**src/rtl/chroma_calib_ctrl.sv**
```systemverilog
// chroma_calib_ctrl: averages box HSV over 2^FRAMES_LOG2 frames into the chroma-key nominal settings.
// Optional macro CHROMA_CAL_SPREAD_EN also derives range_out from the sampled H spread.
module chroma_calib_ctrl #(
  parameter int BOX_X         = 504,
  parameter int BOX_Y         = 376,
  parameter int BOX_LOG2_W    = 4,
  parameter int BOX_LOG2_H    = 4,
  parameter int FRAMES_LOG2   = 2,
  parameter int H_DEFAULT     = 85,
  parameter int S_DEFAULT     = 94,
  parameter int V_DEFAULT     = 202,
  parameter int RANGE_DEFAULT = 50
`ifdef CHROMA_CAL_SPREAD_EN
  ,parameter int RANGE_MARGIN = 8
`endif
) (
  input  logic        clk,
  input  logic        rst,
  input  logic        vsync,
  input  logic [10:0] hcount,
  input  logic [9:0]  vcount,
  input  logic [23:0] hsv_in,
  input  logic        cal_start,
  output logic [7:0]  h_nom,
  output logic [7:0]  s_nom,
  output logic [7:0]  v_nom,
  output logic [7:0]  range_out,
  output logic        cal_load,
  output logic        busy
);
  localparam int SH = BOX_LOG2_W + BOX_LOG2_H + FRAMES_LOG2;
  localparam int AW = 8 + SH;
  localparam int FW = FRAMES_LOG2 > 0 ? FRAMES_LOG2 : 1;
  localparam logic [FW-1:0] LAST_FRAME = FW'((1 << FRAMES_LOG2) - 1);
  localparam logic [11:0] X_LO = 12'(BOX_X);
  localparam logic [11:0] X_HI = 12'(BOX_X + (1 << BOX_LOG2_W));
  localparam logic [10:0] Y_LO = 11'(BOX_Y);
  localparam logic [10:0] Y_HI = 11'(BOX_Y + (1 << BOX_LOG2_H));
  typedef enum logic [1:0] {IDLE, ARM, ACCUM, LOAD} state_t;
  state_t state_q;
  logic vsync_q;
  logic [FW-1:0] frame_cnt_q;
  logic [AW-1:0] h_acc_q, s_acc_q, v_acc_q;
  logic vsync_fall, in_box;
  assign vsync_fall = !vsync && vsync_q;
  assign in_box = {1'b0, hcount} >= X_LO && {1'b0, hcount} < X_HI &&
                  {1'b0, vcount} >= Y_LO && {1'b0, vcount} < Y_HI;
  assign busy = state_q != IDLE;
`ifdef CHROMA_CAL_SPREAD_EN
  logic [7:0] h_min_q, h_max_q, h_half;
  logic [8:0] range_sum;
  assign h_half = (h_max_q - h_min_q) >> 1;
  assign range_sum = {1'b0, h_half} + 9'(RANGE_MARGIN);
`endif
  always_ff @(posedge clk or posedge rst) begin
    if (rst) begin
      state_q     <= IDLE;
      vsync_q     <= 1'b0;
      frame_cnt_q <= '0;
      h_acc_q     <= '0;
      s_acc_q     <= '0;
      v_acc_q     <= '0;
      h_nom       <= 8'(H_DEFAULT);
      s_nom       <= 8'(S_DEFAULT);
      v_nom       <= 8'(V_DEFAULT);
      range_out   <= 8'(RANGE_DEFAULT);
      cal_load    <= 1'b0;
`ifdef CHROMA_CAL_SPREAD_EN
      h_min_q     <= 8'hff;
      h_max_q     <= 8'h00;
`endif
    end else begin
      vsync_q  <= vsync;
      cal_load <= 1'b0;
      case (state_q)
        IDLE: if (cal_start) state_q <= ARM;
        ARM: if (vsync_fall) begin
          state_q     <= ACCUM;
          frame_cnt_q <= '0;
          h_acc_q     <= '0;
          s_acc_q     <= '0;
          v_acc_q     <= '0;
`ifdef CHROMA_CAL_SPREAD_EN
          h_min_q     <= 8'hff;
          h_max_q     <= 8'h00;
`endif
        end
        ACCUM: if (vsync_fall) begin
          if (frame_cnt_q == LAST_FRAME) begin
            state_q  <= LOAD;
            cal_load <= 1'b1;
            h_nom    <= h_acc_q[AW-1:SH];
            s_nom    <= s_acc_q[AW-1:SH];
            v_nom    <= v_acc_q[AW-1:SH];
`ifdef CHROMA_CAL_SPREAD_EN
            range_out <= range_sum[8] ? 8'hff : range_sum[7:0];
`endif
          end else frame_cnt_q <= frame_cnt_q + 1'b1;
        end else if (in_box) begin
          h_acc_q <= h_acc_q + AW'(hsv_in[23:16]);
          s_acc_q <= s_acc_q + AW'(hsv_in[15:8]);
          v_acc_q <= v_acc_q + AW'(hsv_in[7:0]);
`ifdef CHROMA_CAL_SPREAD_EN
          h_min_q <= hsv_in[23:16] < h_min_q ? hsv_in[23:16] : h_min_q;
          h_max_q <= hsv_in[23:16] > h_max_q ? hsv_in[23:16] : h_max_q;
`endif
        end
        LOAD: state_q <= IDLE;
        default: state_q <= IDLE;
      endcase
    end
  end
endmodule

```
**config.mk**
```make
export PLATFORM = sky130hd
export DESIGN_NAME = chroma_calib_ctrl
export DESIGN_NICKNAME = d
export VERILOG_FILES = /design/src/rtl/chroma_calib_ctrl.sv
export SDC_FILE = /design/constraint.sdc
export NUM_CORES = 1
export LEC_CHECK = 0
export CAP_MARGIN = 0
export CORE_MARGIN = 1
export CORE_UTILIZATION = 53
export CTS_CLUSTER_DIAMETER = 50
export DETAILED_ROUTE_END_ITERATION = 10
export PLACE_DENSITY_LB_ADDON = 0.2
export SYNTH_ARGS = -nofsm -noshare
export SYNTH_HDL_FRONTEND = slang
export SYNTH_SLANG_ARGS = --single-unit
```
**constraint.sdc**
```tcl
create_clock -name clk -period 3.1 [get_ports clk]
set_input_delay 0.465 -clock clk [delete_from_list [all_inputs] [get_ports clk]]
set_output_delay 0.465 -clock clk [all_outputs]
set_load 0.005 [all_outputs]
```
==> impl_summary.txt, run 1 <==
----------------------------------------------------
[Outcome]
  Status ... finished, final reports clean

[CTS]
  Resized cells post-CTS ... 0
  Clock tree from TritonCTS ... yes
  Number of CTS-inserted buffers ... 9
  Clock root cell ... sky130_fd_sc_hd__clkbuf_8
  Depth of the CTS H-tree ... 3
  Worst skew pair latency ... 0.35 ns
  Hold buffer count at cts ... 0
  Buffer depth of the longest clock path ... 2
  Clk sink count ... 84
  Clk pin slew, worst setup/hold paths ... 0.09 ns
  Buffer count from post-CTS setup fixing ... 0

[Floorplanning]
  Die Y ... 96.7 um
  Core box area ... 0.00872 mm^2
  Die X-Extent ... 96.7 um
  Starting utilization of the core area ... 54.5%
  Num ports ... 83
  Die Footprint ... 0.00936 mm^2
  Number of core rows ... 34

[Logic synthesis]
  Post-synthesis async set-or-reset flop share ... 100%
  #FFs+latches synth ... 84
  Proportion of synthesized chip area in sequential cells ... 44.5%
  Top cell type by total area after synthesis ... sky130_fd_sc_hd__dfrtp_1
  Dominant register cell in the synthesized netlist ... sky130_fd_sc_hd__dfrtp_1
  Avg Cell Area, Syn ... 10.1 um^2
  Main area contributors after synthesis ... sky130_fd_sc_hd__dfrtp_1, sky130_fd_sc_hd__ha_1, sky130_fd_sc_hd__dfstp_2
  Instance count of the mapped netlist ... 470
  Synth top area share ... 37.4%
  Number of flops mapped to enable cells by yosys ... 0
  Library cells used by synthesis ... 52
  Post-Syn Area ... 0.00476 mm^2
  YS warnings ... 8

[Finish]
  # nets final ... 621
  Ratio of cells with drive above 1 in the final layout ... 12.5%
  Synth-to-layout area growth ... 21.1%
  Sequential cell area ... 0.00212 mm^2
  Inserted Diodes ... 0
  Multi-input gate area ... 0.00245 mm^2
  Fill cell count ... 697

[Global route]
  Number of antenna violations at the first check in global routing ... 0
  Overall global routing resource usage ... 20.6%
  Overflow after GRT ... 0
  Wire length of the first global-routing pass ... 15.7 mm
  Via count of the first global-routing pass ... 3501
  Maximum number of pins on one net before global-route repair ... 85

[Run]
  Number of max-cap violations ... 0

[Detailed routing]
  First drt pass iteration count ... 4
  Detail-routed net length per standard cell ... 14.0 um
  Overall via count from detail_route ... 3620
  Highest metal used ... met4
  Detailed route wirelength on metal3 ... 347 um
  Number of nets still failing antenna checks after routing ... 0
  Overall routed net length ... 9.15 mm
  Total DRC errors in the routed layout ... 0
  Mean number of vias per cell ... 5.54
  Met2 wirelength from detailed routing ... 4.42 mm
  Drt first-iter violations ... 181
  Met1 wire length ... 4.25 mm

[Worst setup path]
  Critical Path AT ... 3.08 ns
  Max Fanout on Critical Path ... 43
  Endpoint kind of the worst setup timing path ... register
  Worst setup path start ... state_q[0]$_DFFE_PP0P_
  Worst Path Required ... 3.33 ns
  Crit path kind ... register to register
  Launching element type of the critical path ... register
  Launch point of the worst reg-to-reg path ... state_q[0]$_DFFE_PP0P_

[STA]
  Endpoints failing hold ... 0
  Worst hold-check slack ... 0.493 ns
  Highest clock frequency the design can meet ... 0.351 GHz
  Max Transition Viols Final ... 0
  Final-layout setup total negative slack ... 0 ns
  Total of endpoints with negative setup slack in the final report ... 0
  Worst Clk Skew ... 0.00854 ns
  RSZ-0062 raised after global routing ... no
  Slew at the pin with the worst max-slew slack ... 0.762 ns
  Rel. slew slack ... 49.2%
  Minimum clock period after layout ... 2.85 ns
  Final clock period utilization by the worst path ... 91.8%

[Min path]
  Beginning of the worst hold path ... v_nom[6]$_DFFE_PP1P_
  Class of the tightest hold or removal check ... register to register

[Power and ir drop]
  Maximum VDD drop ... 286 uV
  Standby leakage power ... 2.55 nW
  PD cells ... 416 mW/mm^2

[Place]
  Detail Placement HPWL ... 6.32 mm
  Number of buffers inserted by port buffering ... 68
  Global placement routability congestion ... 0.802

----------------------------------------------------
-- Yosys cell counts (3+ instances only) --
cell,number
sky130_fd_sc_hd__and3_1,5
sky130_fd_sc_hd__nand2_1,26
sky130_fd_sc_hd__a21o_1,3
sky130_fd_sc_hd__o21a_1,4
sky130_fd_sc_hd__xor2_1,6
sky130_fd_sc_hd__mux2_2,25
sky130_fd_sc_hd__and4b_1,3
sky130_fd_sc_hd__a21oi_1,14
sky130_fd_sc_hd__or3_1,7
sky130_fd_sc_hd__nor4_1,8
sky130_fd_sc_hd__ha_1,29
sky130_fd_sc_hd__inv_1,24
sky130_fd_sc_hd__o21ai_1,3
sky130_fd_sc_hd__buf_4,10
sky130_fd_sc_hd__o21ai_0,38
sky130_fd_sc_hd__a2111oi_1,3
sky130_fd_sc_hd__nor3_1,7
sky130_fd_sc_hd__nand4_1,4
sky130_fd_sc_hd__clkbuf_1,9
sky130_fd_sc_hd__nand2b_1,7
sky130_fd_sc_hd__nor2_1,38
sky130_fd_sc_hd__mux2i_1,3
sky130_fd_sc_hd__nor2b_1,3
sky130_fd_sc_hd__dfrtp_1,71
sky130_fd_sc_hd__a211oi_1,6
sky130_fd_sc_hd__fa_1,3
sky130_fd_sc_hd__nand3_1,34
sky130_fd_sc_hd__a22o_1,4
sky130_fd_sc_hd__xnor2_1,30
sky130_fd_sc_hd__dfstp_2,13
sky130_fd_sc_hd__nor4b_1,3
sky130_fd_sc_hd__nor4b_2,3
-- per-stage QoR --
stage | cell area (um^2) | cells | util [%] | setup slack (ns) | power (mW)
2_1_floorplan | 4780 | 477 | - | 0.491 | 1.41
5_1_grt | 5760 | 653 | 66.0 | 0.0513 | 2.51
6_report | 5760 | 653 | 66.0 | 0.254 | 2.40
4_1_cts | 5760 | 653 | 66.0 | 0.266 | 2.42
3_3_place_gp | 5530 | 637 | 63.4 | 0.120 | 1.52
3_5_place_dp | 5530 | 637 | 63.4 | 0.00166 | 1.54
-- worst paths after layout --
kind | cells past startpoint | slack [ns] | endpoint
min reg2reg | 2 | 0.49 | v_nom[6]$_DFFE_PP1P_
min in group asynchronous | 3 | 0.54 | h_nom[1]$_DFFE_PP0P_
max | 9 | 0.25 | h_acc_q[10]$_DFFE_PP0P_
max reg2reg | 9 | 0.25 | h_acc_q[10]$_DFFE_PP0P_
min | 2 | 0.49 | v_nom[6]$_DFFE_PP1P_
max in group asynchronous | 3 | 2.21 | s_nom[1]$_DFFE_PP1P_
-- worst max-delay path, stage by stage, from the launching register on --
cell and delay, ns:
sky130_fd_sc_hd__dfrtp_1 0.41, sky130_fd_sc_hd__inv_1 0.11, sky130_fd_sc_hd__ha_1 0.36, sky130_fd_sc_hd__nor4b_2 0.29
sky130_fd_sc_hd__nand3_1 0.16, sky130_fd_sc_hd__a211o_1 0.42, sky130_fd_sc_hd__buf_4 0.33, sky130_fd_sc_hd__nor4_1 0.42
sky130_fd_sc_hd__xnor2_1 0.17, sky130_fd_sc_hd__nor2_1 0.05
-- report_power, final --
| group | total (mW) | switching, mW | leakage, nW | internal, mW |
|---|---|---|---|---|
| Combinational | 0.366 | 0.191 | 1.32 | 0.175 |
| Clock | 0.879 | 0.403 | 0.116 | 0.476 |
| Sequential | 1.15 | 0.0234 | 1.12 | 1.13 |
-- layout by cell type, fill, tap and decap left out, types with 3 or more instances in the layout --
cell type	n
sky130_fd_sc_hd__nand2b_1	7
sky130_fd_sc_hd__o21a_1	4
sky130_fd_sc_hd__mux2i_1	3
sky130_fd_sc_hd__xnor2_1	30
sky130_fd_sc_hd__nor4_1	8
sky130_fd_sc_hd__and3_1	5
sky130_fd_sc_hd__or3_1	7
sky130_fd_sc_hd__a21oi_1	14
sky130_fd_sc_hd__and4b_1	3
sky130_fd_sc_hd__mux2_2	25
sky130_fd_sc_hd__nor2_1	38
sky130_fd_sc_hd__clkdlybuf4s50_1	68
sky130_fd_sc_hd__ha_1	29
sky130_fd_sc_hd__nor4b_2	3
sky130_fd_sc_hd__o21ai_0	38
sky130_fd_sc_hd__nor3_1	7
sky130_fd_sc_hd__a2111oi_1	3
sky130_fd_sc_hd__nand3_1	34
sky130_fd_sc_hd__fa_1	3
sky130_fd_sc_hd__a22o_1	4
sky130_fd_sc_hd__conb_1	8
sky130_fd_sc_hd__nand2_1	26
sky130_fd_sc_hd__xor2_1	6
sky130_fd_sc_hd__inv_1	23
sky130_fd_sc_hd__nand4_1	4
sky130_fd_sc_hd__dfrtp_1	71
sky130_fd_sc_hd__clkbuf_8	10
sky130_fd_sc_hd__a21o_1	3
sky130_fd_sc_hd__clkinv_2	3
sky130_fd_sc_hd__o21ai_1	3
sky130_fd_sc_hd__nor4b_1	3
sky130_fd_sc_hd__buf_4	5
sky130_fd_sc_hd__dfstp_2	13
sky130_fd_sc_hd__a211oi_1	6
sky130_fd_sc_hd__nor2b_1	3
-- state kept, by name, indices dropped and copies added, names as in the netlist, 2 cells and up --
register / flops
v_acc_q: 18
v_nom: 8
h_acc_q: 18
frame_cnt_q: 2
state_q: 2
s_acc_q: 18
h_nom: 8
s_nom: 8
-- kinds of logic (layout without fill, tap and decap cells) --
logic type | Yosys count | in the layout | share of synthesized area [%]
and+or+nand+nor | 157 | 157 | 17.5
AOI/OAI and AO/OA | 86 | 86 | 11.2
DFF | 84 | 84 | 44.5
buffers and inverters | 46 | 114 | 4.60
xor gates and xnor gates | 36 | 36 | 6.63
adders and majority gates | 32 | 32 | 8.89
muxes | 28 | 28 | 6.55
other | 1 | 8 | 0.0789
-- final cells by class --
type	instances	share of cell area [%]
Clock buffer	10	2.39
Clock inverter	6	1.52
Inverter	24	1.59
Multi-Input combinational cell	347	42.5
Sequential cell	84	36.8
Tap cell	108	2.35
Timing Repair Buffer	74	12.8
-- layer usage --
layer,vias up,global-route usage (%)
met1,1735,26.5
met3,10,5.42
met5,-,0
li1,1803,-
met4,0,5.86
met2,72,34.5
(Power assumes the default switching activity.)
==> run 2, diff against run 1 <==
TNS_END_PERCENT = 20   (was unset)
==> results of run 2 <==
The final DEF is identical to that of run 1; final timing and power are the same.
==> run 3, diff against run 2 <==
CORE_UTILIZATION = 25   (was 53)
==> impl_summary.txt, run 3 (same netlist as run 1, synthesis figures left out) <==
----------------------------------------------------
[Outcome]
  Status ... finished, final reports clean

[CTS]
  Worst skew pair latency ... 0.34 ns
  Number of CTS-inserted buffers ... 9
  Hold buffer count at cts ... 0
  Buffer depth of the longest clock path ... 2
  Clk sink count ... 84
  Clk pin slew, worst setup/hold paths ... 0.06 ns
  Buffer count from post-CTS setup fixing ... 0
  Depth of the CTS H-tree ... 3
  Clock tree from TritonCTS ... yes
  Clock root cell ... sky130_fd_sc_hd__clkbuf_16
  Resized cells post-CTS ... 0

[Global route]
  Via count of the first global-routing pass ... 3616
  Wire length of the first global-routing pass ... 17.8 mm
  Overflow after GRT ... 0
  Number of antenna violations at the first check in global routing ... 0
  Overall global routing resource usage ... 11.5%
  Maximum number of pins on one net before global-route repair ... 40

[STA]
  Final-layout setup total negative slack ... 0 ns
  Worst Clk Skew ... 0.00472 ns
  Smallest setup slack after layout ... 0.422 ns
  Endpoints failing hold ... 0
  RSZ-0062 raised after global routing ... no
  Worst hold-check slack ... 0.487 ns
  Total of endpoints with negative setup slack in the final report ... 0
  Highest clock frequency the design can meet ... 0.373 GHz
  Slew at the pin with the worst max-slew slack ... 0.836 ns
  Minimum clock period after layout ... 2.68 ns
  Rel. slew slack ... 44.3%
  Final clock period utilization by the worst path ... 86.4%
  Max Transition Viols Final ... 0

[Finish]
  Non-Filler Cell Area, Final ... 0.00602 mm^2
  Inserted Diodes ... 0
  Ratio of cells with drive above 1 in the final layout ... 12.8%
  Leading registers by flop count ... h_acc_q: 18 flops, s_acc_q: 18 flops, v_acc_q: 18 flops
  # nets final ... 623
  Final Core Density ... 32.2%
  Synth-to-layout area growth ... 26.5%
  Commonest cells after routing, fill and taps aside ... sky130_fd_sc_hd__dfrtp_1, sky130_fd_sc_hd__clkdlybuf4s50_1, sky130_fd_sc_hd__o21ai_0, sky130_fd_sc_hd__nor2_1, sky130_fd_sc_hd__nand3_1
  Most common cell after layout, fill and taps aside ... sky130_fd_sc_hd__dfrtp_1
  Fin cells ... 781

[Worst setup path]
  Maximum cell stage delay along the critical path ... 0.46 ns
  Launching element type of the critical path ... input port
  Max Fanout on Critical Path ... 9
  Endpoint kind of the worst setup timing path ... register
  Worst Path Required ... 3.37 ns
  Slowest stage cell on the critical path ... sky130_fd_sc_hd__clkdlybuf4s50_1
  Launch point of the worst reg-to-reg path ... state_q[0]$_DFFE_PP0P_
  Worst setup path start ... hsv_in[8]
  Critical Path AT ... 2.95 ns
  Crit path kind ... input port to register
  Cell chain of the critical path ... clkdlybuf4s50_1 > ha_1 > inv_1 > fa_1 > nor2b_1 > o21ai_0 > a21bo_2 > a211o_1 > or3_1 > a21oi_1
  Cell class contributing the biggest share of worst-path delay ... compound AO/OA/AOI/OAI gates
  Buf/Inv on CP ... 2

[Floorplanning]
  Die X-Extent ... 140 um
  Number of core rows ... 50
  Starting utilization of the core area ... 25.4%
  Die Y ... 140 um
  Core box area ... 0.0187 mm^2
  Die Footprint ... 0.0196 mm^2
  Num ports ... 83

[Run]
  Number of max-cap violations ... 0

[Detailed routing]
  Overall via count from detail_route ... 3593
  Drt first-iter violations ... 169
  Mean number of vias per cell ... 4.60
  Overall routed net length ... 10.5 mm
  First drt pass iteration count ... 4
  Total DRC errors in the routed layout ... 0
  Detail-routed net length per standard cell ... 13.5 um
  Number of nets still failing antenna checks after routing ... 0

[Power and ir drop]
  PD cells ... 438 mW/mm^2
  Maximum VDD drop ... 267 uV
  Total Power ... 2.64 mW
  Standby leakage power ... 2.59 nW

[Place]
  Placed instance area ... 0.00571 mm^2
  Number of buffers inserted by port buffering ... 68
  Detail Placement HPWL ... 7.52 mm
  Worst slack at placement ... 0.0614 ns
  Global placement routability congestion ... 0.801
  Placed cells ... 765

[Min path]
  Class of the tightest hold or removal check ... register to register
  Beginning of the worst hold path ... v_nom[6]$_DFFE_PP1P_

----------------------------------------------------
## run 3: cell count changes in the layout (fill, tap and decap cells not counted), sizes merged
cell	before	now
clkbuf	10	11
clkinv	5	4
clkinvlp	0	1
bufinv	2	1
buf	6	8
## run 3: power by group
part	internal (mW)	total [mW]	switching [mW]
Combinational	0.175	0.370	0.194
Clock	0.669	1.12	0.447
Sequential	1.13	1.15	0.0229
## run 3: cell type report
cell class                      count  area, um^2
Inverter                           24        91.3
Clock inverter                      5        60.1
Tap cell                          234         293
Fill cell                        1918       12700
Sequential cell                    84        2120
Multi-Input combinational cell    347        2450
Timing Repair Buffer               76         753
Clock buffer                       11         253
## run 3: final timing paths
check / end / slack (ns) / cells past startpoint
max: s_acc_q[12]$_DFFE_PP0P_ / 0.42 / 10
min: v_nom[6]$_DFFE_PP1P_ / 0.49 / 2
min in group asynchronous: state_q[1]$_DFFE_PP0P_ / 0.52 / 2
max reg2reg: v_acc_q[12]$_DFFE_PP0P_ / 0.46 / 9
min reg2reg: v_nom[6]$_DFFE_PP1P_ / 0.49 / 2
max in group asynchronous: v_nom[1]$_DFFE_PP1P_ / 1.86 / 3
## run 3: worst register-to-register path: stages, from the launching register on
cell and delay (ns):
sky130_fd_sc_hd__dfrtp_1 0.40, sky130_fd_sc_hd__inv_1 0.11, sky130_fd_sc_hd__ha_1 0.35, sky130_fd_sc_hd__nor4b_2 0.25
sky130_fd_sc_hd__nand3_1 0.12, sky130_fd_sc_hd__a211o_1 0.41, sky130_fd_sc_hd__buf_4 0.29, sky130_fd_sc_hd__a2111oi_1 0.39
sky130_fd_sc_hd__xnor2_1 0.17, sky130_fd_sc_hd__nor2_1 0.05
## run 3: layer usage
metal / wire (um) / GRT usage [%]
met1: 5190 / 14.8
met2: 4760 / 18.3
met3: 334 / 2.09
met4: 219 / 5.73
met5: 0 / 0
